--- config.mk ---
export PLATFORM = sky130hd
export DESIGN_NAME = fl_ticket_distributor
export DESIGN_NICKNAME = d
export VERILOG_FILES = /design/src/rtl/fl_dist_pkg.sv /design/src/rtl/fl_dist_out_reg.sv /design/src/rtl/fl_ticket_distributor.sv
export SDC_FILE = /design/constraint.sdc
export NUM_CORES = 1
export LEC_CHECK = 0
export CAP_MARGIN = 20
export CORE_ASPECT_RATIO = 2
export CORE_MARGIN = 1
export CORE_UTILIZATION = 23
export DETAILED_ROUTE_END_ITERATION = 12
export REMOVE_ABC_BUFFERS = 1
export SLEW_MARGIN = 25
export SYNTH_ARGS = -nofsm -noshare
export SYNTH_HDL_FRONTEND = slang
export SYNTH_SLANG_ARGS = --single-unit
export TNS_END_PERCENT = 100
--- constraint.sdc ---
create_clock -name CLK -period 4.5 [get_ports CLK]
set_clock_uncertainty 0.2 [all_clocks]
set_input_delay 0.45 -clock CLK [delete_from_list [all_inputs] [get_ports CLK]]
set_output_delay 0.45 -clock CLK [all_outputs]
set_load 0.02 [all_outputs]
--- src/rtl/fl_dist_pkg.sv ---
// Shared types and constant helpers for the FrameLink ticket distributor.
// Latency: none (types, constant functions and an elaboration check only).
// Backpressure: none.
//
// FL_DIST_CHECK is a generate-scope parameter guard, used by the distributor
// and reused by the sequencer bench so both sides reject the same configs.
`ifndef FL_DIST_PKG_SV
`define FL_DIST_PKG_SV

`define FL_DIST_CHECK(cond, msg) \
    if (!(cond)) begin : g_fl_dist_param_check \
        $error(msg); \
    end

package fl_dist_pkg;

    // Frame/part delimiters travel together as one field; all active-low.
    typedef struct packed {
        logic sof_n;
        logic eof_n;
        logic sop_n;
        logic eop_n;
    } delim_t;

    localparam delim_t DELIM_IDLE = '1;

    // Ceiling log2, never less than 1 so it is always usable as a width.
    function automatic int log2(input int n);
        int r;
        r = 0;
        for (int i = 0; i < 31; i++) begin
            if ((1 << i) < n) begin
                r = i + 1;
            end
        end
        return (r < 1) ? 1 : r;
    endfunction

    // The ticket field is a whole number of bytes.
    function automatic int ticket_bits(input int size_bytes);
        return size_bytes * 8;
    endfunction

endpackage

`endif

--- src/rtl/fl_dist_out_reg.sv ---
// One-word holding register between the stamping mux and the output fan-out.
// Latency: 1 cycle from load to out_vld.
// Backpressure: holds its word until drain_rdy; a drain and a load may share a cycle.
//
// Ports: core_clk/rst (sync, active-high); load + in_* capture a word and its
// destination index; drain_rdy is the selected output's ready; out_* present it.
module fl_dist_out_reg
    import fl_dist_pkg::*;
#(
    parameter int DATA_WIDTH = 64,
    parameter int DREM_WIDTH = 3,
    parameter int SEL_W      = 2
) (
    input  logic                  core_clk,
    input  logic                  rst,
    input  logic                  load,
    input  logic                  drain_rdy,
    input  logic [DATA_WIDTH-1:0] in_dat,
    input  logic [DREM_WIDTH-1:0] in_rem,
    input  delim_t                in_delim,
    input  logic [SEL_W-1:0]      in_dst,
    output logic                  out_vld,
    output logic [DATA_WIDTH-1:0] out_dat,
    output logic [DREM_WIDTH-1:0] out_rem,
    output delim_t                out_delim,
    output logic [SEL_W-1:0]      out_dst
);

    // Load wins over drain: when both happen the old word leaves and the new
    // one takes its place, keeping the register full.
    always_ff @(posedge core_clk) begin
        if (rst) begin
            out_vld <= 1'b0;
        end else if (load) begin
            out_vld <= 1'b1;
        end else if (drain_rdy) begin
            out_vld <= 1'b0;
        end
    end

    // Payload needs no reset: it is only visible while out_vld is set.
    always_ff @(posedge core_clk) begin
        if (load) begin
            out_dat   <= in_dat;
            out_rem   <= in_rem;
            out_delim <= in_delim;
            out_dst   <= in_dst;
        end
    end

endmodule

--- src/rtl/fl_ticket_distributor.sv ---
// Round-robin FrameLink splitter: whole frames to OUTPUT_COUNT outputs, SOF word ticket-stamped.
// Latency: 1 cycle RX->TX; 1 word/cycle with no bubbles at frame boundaries.
// Backpressure: a stalled destination blocks the entire input (RX_DST_RDY_N comb from TX_DST_RDY_N[dst]).
//
// Ports: CLK, RESET (sync, active-high); RX_* single FrameLink input;
// TX_* OUTPUT_COUNT FrameLink outputs, slice/bit i belongs to output i.
module fl_ticket_distributor
    import fl_dist_pkg::*;
#(
    parameter int DATA_WIDTH    = 64,
    parameter int DREM_WIDTH    = log2(DATA_WIDTH / 8),
    parameter int OUTPUT_COUNT  = 4,
    parameter int TICKET_OFFSET = 3,
    parameter int TICKET_SIZE   = 2
) (
    input  logic                               CLK,
    input  logic                               RESET,
    input  logic [DATA_WIDTH-1:0]              RX_DATA,
    input  logic [DREM_WIDTH-1:0]              RX_REM,
    input  logic                               RX_SOF_N,
    input  logic                               RX_EOF_N,
    input  logic                               RX_SOP_N,
    input  logic                               RX_EOP_N,
    input  logic                               RX_SRC_RDY_N,
    output logic                               RX_DST_RDY_N,
    output logic [OUTPUT_COUNT*DATA_WIDTH-1:0] TX_DATA,
    output logic [OUTPUT_COUNT*DREM_WIDTH-1:0] TX_REM,
    output logic [OUTPUT_COUNT-1:0]            TX_SOF_N,
    output logic [OUTPUT_COUNT-1:0]            TX_EOF_N,
    output logic [OUTPUT_COUNT-1:0]            TX_SOP_N,
    output logic [OUTPUT_COUNT-1:0]            TX_EOP_N,
    output logic [OUTPUT_COUNT-1:0]            TX_SRC_RDY_N,
    input  logic [OUTPUT_COUNT-1:0]            TX_DST_RDY_N
);

    localparam int SEL_W      = log2(OUTPUT_COUNT);
    localparam int TICKET_W   = ticket_bits(TICKET_SIZE);
    localparam int TICKET_LSB = TICKET_OFFSET * 8;

    `FL_DIST_CHECK((TICKET_SIZE >= 1) && (TICKET_OFFSET >= 0) &&
                   (TICKET_OFFSET + TICKET_SIZE <= DATA_WIDTH / 8) &&
                   (OUTPUT_COUNT >= 2) && (OUTPUT_COUNT <= 8),
                   "fl_ticket_distributor: ticket field or output count out of range")

    logic [SEL_W-1:0]      sel;
    logic [TICKET_W-1:0]   ticket;
    logic                  rx_acc;
    logic [DATA_WIDTH-1:0] stamped_dat;
    delim_t                rx_delim;

    logic                  out_vld;
    logic [DATA_WIDTH-1:0] out_dat;
    logic [DREM_WIDTH-1:0] out_rem;
    delim_t                out_delim;
    logic [SEL_W-1:0]      out_dst;
    logic                  drain_rdy;

    assign rx_delim = '{sof_n: RX_SOF_N, eof_n: RX_EOF_N, sop_n: RX_SOP_N, eop_n: RX_EOP_N};

    // Ready only needs the held word's destination to be ready, so a word can
    // leave and the next arrive on the same edge.
    assign RX_DST_RDY_N = RESET | (out_vld & ~drain_rdy);
    assign rx_acc       = ~RX_SRC_RDY_N & ~RX_DST_RDY_N;

    // Ticket lands little-endian: its low byte goes to byte TICKET_OFFSET.
    always_comb begin
        stamped_dat = RX_DATA;
        if (!RX_SOF_N) begin
            stamped_dat[TICKET_LSB +: TICKET_W] = ticket;
        end
    end

    // Counters step on the EOF word only, so a frame never changes output
    // mid-way; an input missing its EOF simply keeps sel where it is.
    always_ff @(posedge CLK) begin
        if (RESET) begin
            sel    <= '0;
            ticket <= '0;
        end else if (rx_acc && !RX_EOF_N) begin
            sel    <= (sel == SEL_W'(OUTPUT_COUNT - 1)) ? '0 : sel + SEL_W'(1);
            ticket <= ticket + TICKET_W'(1);
        end
    end

    fl_dist_out_reg #(
        .DATA_WIDTH (DATA_WIDTH),
        .DREM_WIDTH (DREM_WIDTH),
        .SEL_W      (SEL_W)
    ) u_out_reg (
        .core_clk  (CLK),
        .rst       (RESET),
        .load      (rx_acc),
        .drain_rdy (drain_rdy),
        .in_dat    (stamped_dat),
        .in_rem    (RX_REM),
        .in_delim  (rx_delim),
        .in_dst    (sel),
        .out_vld   (out_vld),
        .out_dat   (out_dat),
        .out_rem   (out_rem),
        .out_delim (out_delim),
        .out_dst   (out_dst)
    );

    // Ready of the output currently holding the word; a loop rather than an
    // index keeps non-power-of-two OUTPUT_COUNT free of out-of-range reads.
    always_comb begin
        drain_rdy = 1'b0;
        for (int i = 0; i < OUTPUT_COUNT; i++) begin
            if (out_vld && (out_dst == SEL_W'(i))) begin
                drain_rdy = ~TX_DST_RDY_N[i];
            end
        end
    end

    // Only the destination slice carries the word; idle slices are zero data
    // and deasserted delimiters.
    always_comb begin
        TX_DATA      = '0;
        TX_REM       = '0;
        TX_SOF_N     = '1;
        TX_EOF_N     = '1;
        TX_SOP_N     = '1;
        TX_EOP_N     = '1;
        TX_SRC_RDY_N = '1;
        for (int i = 0; i < OUTPUT_COUNT; i++) begin
            if (out_vld && (out_dst == SEL_W'(i))) begin
                TX_DATA[i*DATA_WIDTH +: DATA_WIDTH] = out_dat;
                TX_REM[i*DREM_WIDTH +: DREM_WIDTH]  = out_rem;
                TX_SOF_N[i]     = out_delim.sof_n;
                TX_EOF_N[i]     = out_delim.eof_n;
                TX_SOP_N[i]     = out_delim.sop_n;
                TX_EOP_N[i]     = out_delim.eop_n;
                TX_SRC_RDY_N[i] = 1'b0;
            end
        end
    end

endmodule

# == Yosys cells after proc, flatten, opt, wreduce, memory -nomap -nowiden ==
# Index checks and enable logic that the tools add are counted.
# W data, S select, Z words.
# op_classes
addsub,2
eq_ne,4
mux,36
n_bitwise,10
reduce_logical,8
# ops
operator,count
$mux W64,4
$mux W1,26
$add A16 B1 Y16 const B,1
$mux W16,1
$mux W3,4
$not A1 Y1,7
$eq A2 B2 Y1 const B,3
$logic_and A1 B1 Y1,5
$add A2 B1 Y2 const B,1
$and A1 B1 Y1,2
$eq A2 B1 Y1 const B,1
$logic_not A2 Y1,1
$mux W2,1
$reduce_bool A2 Y1,1
$logic_not A1 Y1,1
$or A1 B1 Y1,1
# totals
reg_bits,92
input_bits,78
elab_cells,70

# == Longest topological paths before layout ==
# logic_depth
depth_word,12
mapped_depth,7
mapped_depth_nobuf,5

# == Cells and area by module ==
# From an unflattened synthesis, not the netlist that was laid out.
# unflattened
cells_unflattened,538
hier_area_um2,5352.6
# by_module_without_submodules
mod,n_inst,cells_each,area_per_inst_um2,seq_area_each_um2
fl_ticket_distributor,1,461,3121.7,360.3
fl_dist_out_reg,1,77,2230.9,2212.1

# == Worst setup path before layout ==
# No wires, ideal clock.
# synth_timing
kind,reg-to-reg
startpoint,register u_out_reg.out_dst[0]
endpoint,"register u_out_reg.out_dat[0], enable pin"
setup_time_ns,0.505
t_arrival_ns,4.233
setup_slack_ns,-0.438
path_stages_with_launch,7
path_buffers,2
cell_sequence,edfxtp_1 -> buf_6 -> mux2i_1 -> o221a_2 -> inv_2 -> buf_2 -> nor2_1
# synth_via
elab_chain_len,11
word_cells_on_any_way,17
classes_between,3 x eq/ne; 4 x mux; 5 x bitwise; 5 x reduce/logical
# synth_lines
element,line,rtl
start: declaration,fl_dist_out_reg.sv:26,output logic [SEL_W-1:0] out_dst
start signal: assignment,fl_dist_out_reg.sv:47,out_dst <= in_dst;
$logic_not A2 Y1,fl_ticket_distributor.sv:110,if (out_vld && (out_dst == SEL_W'(i))) begin
$logic_and A1 B1 Y1,fl_ticket_distributor.sv:110,
$mux W1 (3 in series),fl_ticket_distributor.sv:110,
$mux W1 *,fl_ticket_distributor.sv:110,
$not A1 Y1 *,fl_ticket_distributor.sv:62,assign RX_DST_RDY_N = RESET | (out_vld & ~drain_rdy);
$and A1 B1 Y1 *,fl_ticket_distributor.sv:62,
$or A1 B1 Y1 *,fl_ticket_distributor.sv:62,
net RX_DST_RDY_N,fl_ticket_distributor.sv:25,"output logic RX_DST_RDY_N,"
$not A1 Y1 *,fl_ticket_distributor.sv:63,assign rx_acc = ~RX_SRC_RDY_N & ~RX_DST_RDY_N;
$and A1 B1 Y1 *,fl_ticket_distributor.sv:63,
net rx_acc,fl_ticket_distributor.sv:47,logic rx_acc;
end signal: assignment,fl_dist_out_reg.sv:44,out_dat <= in_dat;
end: declaration,fl_dist_out_reg.sv:23,"output logic [DATA_WIDTH-1:0] out_dat,"
# The timed path passes the listed nets; every way through them passes the cells marked *.
# A chain may end at the register's enable or synchronous reset.

# == Worst setup path after layout ==
# layout_timing
startpoint,register u_out_reg.out_dst[0]
endpoint,output TX_REM[0]
# layout_via
elab_chain_len,3
# layout_lines
element,line,rtl
$logic_not A2 Y1,fl_ticket_distributor.sv:127,if (out_vld && (out_dst == SEL_W'(i))) begin
$logic_and A1 B1 Y1,fl_ticket_distributor.sv:127,
$mux W3,fl_ticket_distributor.sv:127,
end: declaration,fl_ticket_distributor.sv:27,"output logic [OUTPUT_COUNT*DREM_WIDTH-1:0] TX_REM,"
# Every way passes these cells.

==> run metrics <==
outcome finished, final reports clean; gr usage total 0.176; power density relative to cell area 219 nW/um^2; number of maximum-capacitance constraint violations 0; Worst IR Drop VDD 0.000153 V; least setup slack across all paths after layout 0.874 ns; warning count from the yosys run 0; part of the cycle the worst path needs 0.806; Routability Congestion 0.851; sort of element at the start of the critical path flip-flop; Core Area 22,600 sq um; relative contribution of combinational cells to total power 0.165; clock root buffer master clkbuf_16; post-synth cell types 32; internal power 1.56 mW; depth of the worst register-to-register path 5; critical path start-end classification reg2out; level count of the clock H-tree 3; I/O pin count 367; fraction of layout instances using a drive strength above 1 0.0576; Die H 217 um; Mapped Area 5310 sq um; number of standard cells after synthesis 536; number of setup buffers added after CTS 0; Die Area 23,700 sq um; worst hold-check path type reg2reg; Avg Synthesized Cell Area 9.90 sq um; Static Leak 3.60 nW; Detailed Routing Iterations Pass 1 4; clock transition at the registers of the reported paths 0.07 ns; antenna violations before repair 6; required time of the critical path 3.85 ns; horizontal die dimension 109 um; Achievable Freq 0.276 GHz; signal arrival time at the worst endpoint 2.98 ns; nature of the critical path endpoint output pin; Crit Path Max Fanout 54; portion of the post-synthesis area used by sequential elements 0.485; TritonCTS Buffers 9; post-layout instance area 9560 sq um; time the worst path needs with I/O delays and setup 3.63 ns; setup-violating endpoint count in the final report 0; power spent charging and discharging nets 532 uW; portion of total power attributed to the clock network 0.361; count of cells resized by post-cts repair 0; Max clock buf depth 2; minimum hold slack 0.271 ns; worst slew slack as a fraction of its limit 0.422; Antenna Violating Nets Remaining 0; area overhead of the layout relative to synthesis 80.2%; number of clock sinks seen by CTS 92; clock insertion delay at the later pin of the skew report 0.34 ns; net count reported at finish 960; Final HPWL DP 16,600 um; Switching Share 0.254; global-route wire length before repair 30,400 um; violation count after the first detailed-routing iteration 181; Cell Rows 78; sum of negative setup slack 0 ns; via count of the first global-routing pass 4,901; post-placement setup slack 1.16 ns; total detailed-routing wirelength 21,700 um; CTS tree yes; initial cell density of the core 0.234; number of pins with negative max-slew slack in the final report 0; overall power consumption 2.09 mW; Congestion Overflow GR 0; setup repair after global routing missed its margin false; number of design rule violations left after detail routing 0; pin count of the biggest net entering global routing 65; Worst-Margin Slew 0.865 ns; sequential power share 0.474; Hold Fails Final Rpt 0; average wire length per cell after detail routing 18.6 um; # hold bufs at CTS 0; placed standard-cell area 9260 sq um; average vias per placed instance 4.52; Seq cells post-synth 92; count of port buffers added during placement 366; number of vias after detailed routing 5,271; worst hold path stage count 0
[state kept, by name, summed over array words and instances, names as in the netlist]
register / count
ticket: 16
sel: 2
u_out_reg.out_dst: 2
u_out_reg.out_rem: 3
u_out_reg.out_delim: 4
u_out_reg.out_dat: 64
u_out_reg.out_vld: 1
[per-layer routing]
metal  vias to the layer above  part of all wire  GRT usage
li1                       2537                 -          -
met1                      2503              0.35      0.180
met2                       194              0.56      0.339
met3                        29             0.063     0.0380
met4                         8             0.020     0.0631
met5                         -            0.0026          0
[worst paths after layout]
| check | start | end | slack (ns) |
|---|---|---|---|
| setup / recovery | u_out_reg.out_dst[0]$_DFFE_PP_ | TX_REM[0] | 0.87 |
| hold / removal | sel[1]$_SDFFE_PP0P_ | u_out_reg.out_dst[1]$_DFFE_PP_ | 0.27 |
| setup reg to reg | u_out_reg.out_dst[0]$_DFFE_PP_ | u_out_reg.out_dat[15]$_DFFE_PP_ | 1.89 |
| hold reg to reg | sel[1]$_SDFFE_PP0P_ | u_out_reg.out_dst[1]$_DFFE_PP_ | 0.27 |
[power by group through the flow]
| stage | combinational [mW] | sequential (mW) | clock [mW] |
|---|---|---|---|
| final | 0.344 | 0.992 | 0.755 |
| after global routing | 0.367 | 0.996 | 0.810 |
| after global placement | 0.347 | 1.01 | 0 |
| after floorplan | 0.139 | 0.999 | 0 |
| after CTS | 0.350 | 0.993 | 0.786 |
| after detailed placement | 0.348 | 1.01 | 0 |
[placed cells by master, fill, tap and decap left out, drive strengths merged]
master / instances
o31ai: 14
and4: 1
mux2i: 2
edfxtp: 73
nand2: 10
nor2b: 1
mux2: 15
and2: 205
nand3: 5
clkinvlp: 1
or2: 1
clkinv: 1
o41ai: 1
and3: 70
dfxtp: 19
diode: 2
inv: 10
or3: 9
nand4: 3
clkdlybuf4s50: 366
nand2b: 9
or4: 12
clkbuf: 12
o221a: 1
a21oi: 15
ha: 2
o21ai: 4
nor3: 1
nor2: 6
o22ai: 1
o211ai: 3
buf: 12
[critical path, cell delays in order, from the launching register on]
cell and delay [ns]:
edfxtp_1 0.61, buf_4 0.34, nor2_4 0.32, buf_4 0.48, and2_1 0.20, clkdlybuf4s50_1 0.62
[cell type report]
type / count / area (sq um)
Inverter: 8 / 30.0
Sequential cell: 92 / 2570
Timing Repair Buffer: 378 / 3750
Multi-Input combinational cell: 391 / 2550
Fill cell: 2296 / 13100
Clock inverter: 4 / 28.8
Antenna cell: 2 / 5.00
Tap cell: 280 / 350
Clock buffer: 12 / 268
[Yosys cell counts]
cell type	number	area (sq um)
a21oi_1	15	75.1
and2_1	205	1280
and3_1	70	438
and4_1	1	8.76
buf_1	1	3.75
buf_2	3	15.0
buf_6	1	11.3
clkbuf_1	40	150
dfxtp_1	19	380
edfxtp_1	73	2190
ha_1	2	25.0
inv_1	7	26.3
inv_2	1	3.75
mux2_2	15	169
mux2i_1	2	20.0
nand2_1	10	37.5
nand2b_1	9	56.3
nand3_1	5	25.0
nand4_1	2	12.5
nand4_2	1	12.5
nor2_1	6	22.5
nor2b_1	1	6.26
nor3_1	1	5.00
o211ai_1	3	22.5
o21ai_0	4	20.0
o221a_2	1	11.3
o22ai_1	1	6.26
o31ai_1	14	105
o41ai_1	1	8.76
or2_2	1	6.26
or3_1	9	56.3
or4_1	12	90.1
[through the flow]
stage,cells,util
finish,1167,0.422
global route,1166,0.422
CTS,1165,0.422
detailed placement,1149,0.409
global placement,1149,0.409
floorplan,491,-
[kinds of logic after synthesis]
group	after synthesis	synth area share
multiplexers	17	0.0356
AND/OR/NAND/NOR	333	0.388
flip-flops	92	0.485
AO/OA/AOI/OAI	39	0.0469
adder cells (fa/ha/maj)	2	0.00472
buffers and inverters	53	0.0396
Power figures use the tool's default switching activity.
